### src/rtl/hps_io_cmd_pkg.sv
// Command codes and state encoding shared by the HPS UIO command decoder.
package hps_io_pkg;

  localparam logic [7:0] CMD_BUTTONS    = 8'h01;
  localparam logic [7:0] CMD_JOY0       = 8'h02;
  localparam logic [7:0] CMD_JOY1       = 8'h03;
  localparam logic [7:0] CMD_JOY2       = 8'h04;
  localparam logic [7:0] CMD_JOY3       = 8'h05;
  localparam logic [7:0] CMD_STATUS_SET = 8'h1E;
  localparam logic [7:0] CMD_STATUS_GET = 8'h29;

  localparam int IO_EN_BIT = 20;

  typedef enum logic [1:0] {
    ST_IDLE = 2'd0,
    ST_CMD  = 2'd1,
    ST_DATA = 2'd2
  } ioState_t;

endpackage

### src/rtl/hps_io_cmd.sv
// Frames UIO transactions from the HPS SPI front end and routes data words to
// core-facing registers; gp_in carries the return word back to the HPS.
module hps_io_cmd
  import hps_io_pkg::*;
#(
  parameter int          NUM_JOY     = 4,
  parameter logic [63:0] STATUS_INIT = 64'h0
) (
  input  logic        sys_clk,
  input  logic        reset,
  input  logic [31:0] gp_out,
  input  logic        io_strobe,
  output logic [15:0] gp_in,
  output logic [1:0]  buttons,
  output logic [7:0]  switches,
  output logic [31:0] joy_0,
  output logic [31:0] joy_1,
  output logic [31:0] joy_2,
  output logic [31:0] joy_3,
  output logic [63:0] status,
  output logic        status_upd
);

  logic        w_ioEn;
  logic [15:0] w_word;
  logic        w_ioEnFall;
  logic        w_unused;

  ioState_t    r_state;
  logic        r_ioEnPrev;
  logic [7:0]  r_cmd;
  logic [7:0]  r_cnt;
  logic [63:0] r_staging;
  logic [63:0] r_status;
  logic        r_statusUpd;
  logic [15:0] r_gpIn;
  logic [1:0]  r_buttons;
  logic [7:0]  r_switches;
  logic [31:0] r_joy [4];

  assign w_ioEn     = gp_out[IO_EN_BIT];
  assign w_word     = gp_out[15:0];
  assign w_ioEnFall = r_ioEnPrev & ~w_ioEn;
  // osd_en, fpga_en and the spare upper bits are deliberately ignored
  assign w_unused   = ^{gp_out[31:21], gp_out[19:16]};

  always_ff @(posedge sys_clk) begin
    if (reset) begin
      r_state     <= ST_IDLE;
      r_ioEnPrev  <= 1'b0;
      r_cmd       <= 8'h00;
      r_cnt       <= 8'h00;
      r_staging   <= 64'h0;
      r_status    <= STATUS_INIT;
      r_statusUpd <= 1'b0;
      r_gpIn      <= 16'h0000;
      r_buttons   <= 2'b00;
      r_switches  <= 8'h00;
      for (int j = 0; j < 4; j++) r_joy[j] <= 32'h0;
    end else begin
      r_ioEnPrev  <= w_ioEn;
      r_statusUpd <= 1'b0;
      if (!w_ioEn) begin
        r_state <= ST_IDLE;
        r_gpIn  <= 16'h0000;
        // a SET transaction only takes effect once all four words have arrived
        if (w_ioEnFall && r_state == ST_DATA && r_cmd == CMD_STATUS_SET && r_cnt >= 8'd4) begin
          r_status    <= r_staging;
          r_statusUpd <= 1'b1;
        end
      end else begin
        case (r_state)
          ST_IDLE, ST_CMD: begin
            if (io_strobe) begin
              r_state <= ST_DATA;
              r_cmd   <= w_word[7:0];
              r_cnt   <= 8'h00;
              r_gpIn  <= (w_word[7:0] == CMD_STATUS_GET) ? r_status[15:0] : 16'h0000;
            end else begin
              r_state <= ST_CMD;
            end
          end
          ST_DATA: begin
            if (io_strobe) begin
              if (r_cnt != 8'hFF) r_cnt <= r_cnt + 8'd1;
              r_gpIn <= 16'h0000;
              if (r_cmd == CMD_BUTTONS && r_cnt == 8'd0) begin
                r_buttons  <= w_word[1:0];
                r_switches <= w_word[15:8];
              end
              for (int j = 0; j < 4; j++) begin
                if (j < NUM_JOY && r_cmd == CMD_JOY0 + 8'(j)) begin
                  if (r_cnt == 8'd0) r_joy[j][15:0] <= w_word;
                  else if (r_cnt == 8'd1) r_joy[j][31:16] <= w_word;
                end
              end
              if (r_cmd == CMD_STATUS_SET && r_cnt < 8'd4)
                r_staging[{r_cnt[1:0], 4'b0000} +: 16] <= w_word;
              // the return word is always one slice ahead of the strobe index
              if (r_cmd == CMD_STATUS_GET) begin
                case (r_cnt)
                  8'd0:    r_gpIn <= r_status[31:16];
                  8'd1:    r_gpIn <= r_status[47:32];
                  8'd2:    r_gpIn <= r_status[63:48];
                  default: r_gpIn <= 16'h0000;
                endcase
              end
            end
          end
          default: r_state <= ST_IDLE;
        endcase
      end
    end
  end

  assign gp_in      = r_gpIn;
  assign buttons    = r_buttons;
  assign switches   = r_switches;
  assign joy_0      = r_joy[0];
  assign joy_1      = r_joy[1];
  assign joy_2      = r_joy[2];
  assign joy_3      = r_joy[3];
  assign status     = r_status;
  assign status_upd = r_statusUpd;

endmodule

### config.mk
export PLATFORM = sky130hd
export DESIGN_NAME = hps_io_cmd
export DESIGN_NICKNAME = d
export VERILOG_FILES = /design/src/rtl/hps_io_cmd_pkg.sv /design/src/rtl/hps_io_cmd.sv
export SDC_FILE = /design/constraint.sdc
export NUM_CORES = 1
export LEC_CHECK = 0
export ABC_AREA = 1
export CAP_MARGIN = 20
export CORE_MARGIN = 4
export CORE_UTILIZATION = 39
export CTS_BUF_LIST = sky130_fd_sc_hd__clkbuf_8 sky130_fd_sc_hd__clkbuf_16
export CTS_CLUSTER_SIZE = 12
export DETAILED_ROUTE_END_ITERATION = 10
export SLEW_MARGIN = 20
export SYNTH_ARGS = -nofsm -noshare
export SYNTH_HDL_FRONTEND = slang
export SYNTH_SLANG_ARGS = --single-unit
### constraint.sdc
create_clock -name sys_clk -period 4 [get_ports sys_clk]
set_clock_uncertainty 0.1 [all_clocks]
set_input_delay 0.8 -clock sys_clk [delete_from_list [all_inputs] [get_ports sys_clk]]
set_output_delay 0.8 -clock sys_clk [all_outputs]
set_load 0.05 [all_outputs]
**Word level (Yosys, flattened, before mapping)**

Memories as Yosys holds them, arrays and structs flattened.
Index checks and enable logic that the tools add are counted.
W data, S select, Z words.

- Flip-flop bits (word level): 174
- Memory bits (writable): 128
- Bits of input ports: 35
- Logic and storage cells: 135
- Memories: 1

Memory list:

| memory | words | width | rd ports | clocked after memory_dff | write ports | RTL line | RTL |
|---|---|---|---|---|---|---|---|
| r_joy | 4 | 32 | 4 | 0 | 4 | hps_io_cmd.sv:39 | `logic [31:0] r_joy [4];` |

- $add $sub $neg: 2
- Order comparisons: 2
- Equal/unequal tests: 16
- Shift operators: 2
- Multiplexer cells: 75
- Bitwise operators: 10
- Reduce and logical (&&, ||, !) cells: 17

Operators with widths:

| kind | count |
|---|---|
| $mux W16 | 12 |
| $bwmux W64 | 1 |
| $shift A16 B8 Y64 const A | 1 |
| $shiftx A16 B8 Y64 | 1 |
| $mux W1 | 54 |
| $pmux W16 S3 | 1 |
| $pmux W16 S2 | 1 |
| $eq A8 B2 Y1 const B | 3 |
| $mux W8 | 3 |
| $eq A8 B1 Y1 const B | 2 |
| $eq A8 B3 Y1 const B | 2 |
| $eq A8 B6 Y1 const B | 2 |
| $pmux W8 S2 | 1 |
| $add A8 B1 Y8 const B | 1 |
| $eq A8 B5 Y1 const B | 1 |
| $ge A8 B3 Y1 const B | 1 |
| $logic_not A8 Y1 | 1 |
| $lt A8 B3 Y1 const B | 1 |
| $ne A8 B8 Y1 const B | 1 |
| $neg A6 Y8 | 1 |
| $or A1 B1 Y1 | 8 |
| $reduce_and A4 Y1 | 2 |
| $reduce_and A3 Y1 | 2 |
| $reduce_or A2 Y1 | 3 |
| other kinds (13) | 18 |

**Logic depth before layout (Yosys ltp)**

- Word-level depth: 10
- Gate-level depth with buffers: 11
- Gate-level depth less buffers: 9

**Worst setup path after synthesis**

No wires, ideal clock.

- Path kind: register to register
- Start point: reg r_cnt[0]
- End point: mem r_joy[0][16] (enable)
- Setup time: 411 ps
- Arrival: 2,607 ps
- Required time: 3,489 ps
- Setup slack: 881 ps
- Cell stages (with the launch flop): 8
- Clock period less this slack: 3,119 ps
- Path through: dfxtp_1 clkbuf_1 inv_1 ha_1 buf_2 nor3_4 inv_1 o21ai_0

RTL lines:

| item | RTL line | RTL |
|---|---|---|
| start, declared | hps_io_cmd.sv:32 | `logic [7:0] r_cnt;` |
| start signal, assigned | hps_io_cmd.sv:85 | `if (r_cnt != 8'hFF) r_cnt <= r_cnt + 8'd1;` |
| end, declared | hps_io_cmd.sv:39 |  |

==> metrics.md <==
| Metric | Value |
|---|---|
| Status | `finished clean` |
| CP endpoint kind | `flip-flop` |
| Register-to-Register Path Depth | `6` |
| Final hold viol count | `0` |
| RSZ-0062 raised after global routing | `no` |
| Commonest non-fill, non-tap cells in the layout | `383 x nor2_1, 238 x clkdlybuf4s50_1, 225 x nand2_1` |
| Req. time, crit path | `4220 ps` |
| Synth top area share | `0.301` |
| R2R Path End | `r_joy[0][12]` |
| Clock Root Buffer | `clkbuf_16` |
| Core area | `around 32000 um^2` |
| Fillcell total | `3039` |
| Synth cell types | `30` |
| Die area | `roughly 36000 um^2` |
| WP buf/inv | `2` |
| Reg2reg start | `r_cnt[1]` |
| Nets@finish | `1812` |
| Worst-skew pair later-pin latency | `510 ps` |
| GPL Wtd Cong | `0.868` |
| Static leakage | `around 0.0068 uW` |
| CTS tree | `yes` |
| Worst path slowest cell | `nand4_1` |
| Post-CTS Hold Buffers | `0` |
| Crit-path most repeated cell | `inv_1` |
| Initial antenna violation count | `2` |
| Netlist Area Pre-Place | `between 10000 and 15000 um^2` |
| Hold Path Stages | `2` |
| Commonest non-fill, non-tap cell in the layout | `nor2_1` |
| DRC Markers | `0` |
| CP delay by family, top | `simple AND/OR/NAND/NOR gates` |
| Syn avg cell area | `between 8 and 9 um^2` |
| Layout cells sized above 1 | `0.0529` |
| First-pass DRT Iterations | `5` |
| Worst Min Path Start | `r_staging[61]` |
| Final period utilization | `0.708` |
| Arrival time at the worst endpoint | `3060 ps` |
| Worst slew margin | `0.291` |
| Register area | `7330 um^2` |
| Wire length per cell | `18.1 um` |
| Post-CTS Resized | `0` |
| Total Power Consumption | `6800 uW` |
| Kind of critical path | `flip-flop to flip-flop` |
| Vias in the first global route | `10.3k` |
| Slew Limit Fails | `0` |
| CTS sink count | `302` |
| Syn Nets | `between 1.5k and 2k` |
| Final ANT Viol Nets | `0` |
| Initial Util | `0.399` |
| Reg-to-reg slack, setup | `between 1000 and 1500 ps` |
| Post-Synthesis Cells | `1564` |
| Count of final setup violators | `0` |
| Number of synthesis warnings | `0` |
| Fmax | `353 MHz` |
| Post-layout util | `0.520` |
| VDD IR max | `0.244 mV` |
| CP cell instances | `inv_1 > ha_1 > inv_1 > nor2_4 > nand4_1 > nor2_1` |
| Placed insts | `between 2k and 2.5k` |
| Worst path max stage delay | `roughly 680 ps` |
| Site Rows | `65` |
| Worst Hold End | `status[61]` |
| Clock slew at reported path FFs | `60 ps` |
| Seq/Total Area, Yosys | `0.574` |
| Worst Tran Pin Value | `1060 ps` |
| Final min period | `about 2800 ps` |
| Largest net degree at the start of global routing | `145` |
| First-iteration detailed-routing DRC count | `989` |
| First-pass GRT wire length | `around 61000 um` |
| Post-CTS Setup Inserts | `0` |
| Register bit total from synthesis | `302` |
| Synth area leader | `edfxtp_1` |
| Max Cap Viol | `0` |
| Final Non-Filler Cells | `2233` |
| Crit-path max FO | `18` |
| Vias | `11.1k` |
| Global Route Usage Sum | `0.217` |
| Final HPWL DP | `approximately 27000 um` |
| Setup tns final | `0 ps` |
| P&R area growth vs syn | `30.1%` |
| Synth top area cells | `edfxtp_1 30%, dfxtp_1 27%, nor2_1 11%` |
| Grt total ovfl | `0` |
| Via density | `roughly 5` |
| Footprint of the multi-input gates | `4310 um^2` |
| Final wirelength | `~40000 um` |
| I/O pins | `254` |
| Die Ht | `189 um` |
| CP startpoint kind | `flip-flop` |
| Final setup margin | `between 1000 and 1500 ps` |
| Hold Crit Class | `flip-flop to flip-flop` |
| PD cells | `409 nW/um^2` |
| Max Root-Sink Buffers | `3` |
| Dpl ws | `830 ps` |
| Clock buffer count from CTS | `34` |
| H-Tree Depth | `2` |
| Die width | `189 um` |
| PortBufs | `238` |
cells in the mapped netlist:
| cell type | count |
|---|---|
| nor2_1 | 384 |
| nand2_1 | 225 |
| inv_1 | 181 |
| dfxtp_1 | 174 |
| edfxtp_1 | 128 |
| nand3_1 | 110 |
| o21ai_0 | 85 |
| nand4_1 | 83 |
| a21oi_1 | 47 |
| clkbuf_1 | 47 |
| buf_2 | 38 |
| clkinv_1 | 14 |
| buf_1 | 10 |
| o21ai_1 | 10 |
| ha_1 | 4 |
| nor2_2 | 3 |
| nor3_1 | 3 |
| a211oi_1 | 2 |
| inv_2 | 2 |
| nand3_2 | 2 |
| nand4_2 | 2 |
| or2_2 | 2 |
| buf_4 | 1 |
| nand2_2 | 1 |
| nor2_4 | 1 |
| nor3_2 | 1 |
| nor3_4 | 1 |
| nor3b_1 | 1 |
| o31ai_1 | 1 |
| xor2_1 | 1 |
how the worst max path moves through the flow:
stage / start / depth (start not counted) / end / slack [ps]
after floorplan: r_cnt[0] / 7 / r_joy[0][16] / 880
after global placement: io_strobe / 7 / r_joy[1][25] / 880
after detailed placement: io_strobe / 7 / r_joy[1][25] / 830
after CTS: r_cnt[1] / 8 / r_staging[33] / 1180
after global routing: r_cnt[1] / 6 / r_joy[0][4] / 830
final: r_cnt[1] / 6 / r_joy[0][12] / 1170
worst register-to-register path, stage by stage (launching register included):
cell	delay, ps
dfxtp_1	320
inv_1	120
ha_1	420
inv_1	260
nor2_4	460
nand4_1	690
nor2_1	280
per-stage QoR:
stage / area, um^2 / hold WS (ps)
after floorplan: 12800 / 355
after global placement: 15500 / 364
after detailed placement: 15500 / 372
after CTS: 16600 / 377
after global routing: 16600 / 407
final: 16600 / 379
kinds of logic (layout without fill, tap and decap cells):
logic type,count (synthesis),after routing,synth area share
buffers and inverters,293,526,0.0902
AO/OA/AOI/OAI,145,145,0.0574
AND/OR/NAND/NOR,819,819,0.274
XOR/XNOR,1,1,0.000686
flip-flops,302,302,0.574
other,0,1,0
adder cells (fa/ha/maj),4,4,0.00392
power by group:
group | internal [uW] | switching, uW | leakage [uW]
Sequential | 3260 | 24.0 | 0.00273
Combinational | 157 | 479 | 0.00357
Clock | 1650 | 1230 | 0.000554
sequential cells by signal (all words and copies together), names as in the netlist:
signal      count
r_cmd           8
switches        8
status_upd      1
buttons         2
status         64
r_ioEnPrev      1
r_state         2
r_staging      64
r_cnt           8
gp_in          16
r_joy         128
routing by layer:
metal | share of wire | routed length (um) | GRT usage | up-vias
met5 | 0.00027 | 11 | 0 | -
li1 | - | - | - | 5454
met2 | 0.48 | 19300 | 0.359 | 399
met3 | 0.072 | 2920 | 0.0472 | 64
met1 | 0.43 | 17300 | 0.292 | 5227
met4 | 0.020 | 827 | 0.0541 | 2
final cells by class:
class | instances | share of cell area
Sequential cell | 302 | 0.441
Multi-Input combinational cell | 969 | 0.259
Timing Repair Buffer | 269 | 0.160
Clock buffer | 39 | 0.0554
Inverter | 197 | 0.0447
Tap cell | 435 | 0.0328
Clock inverter | 21 | 0.00663
Antenna cell | 1 | 0.000151
Power figures use the tool's default switching activity.
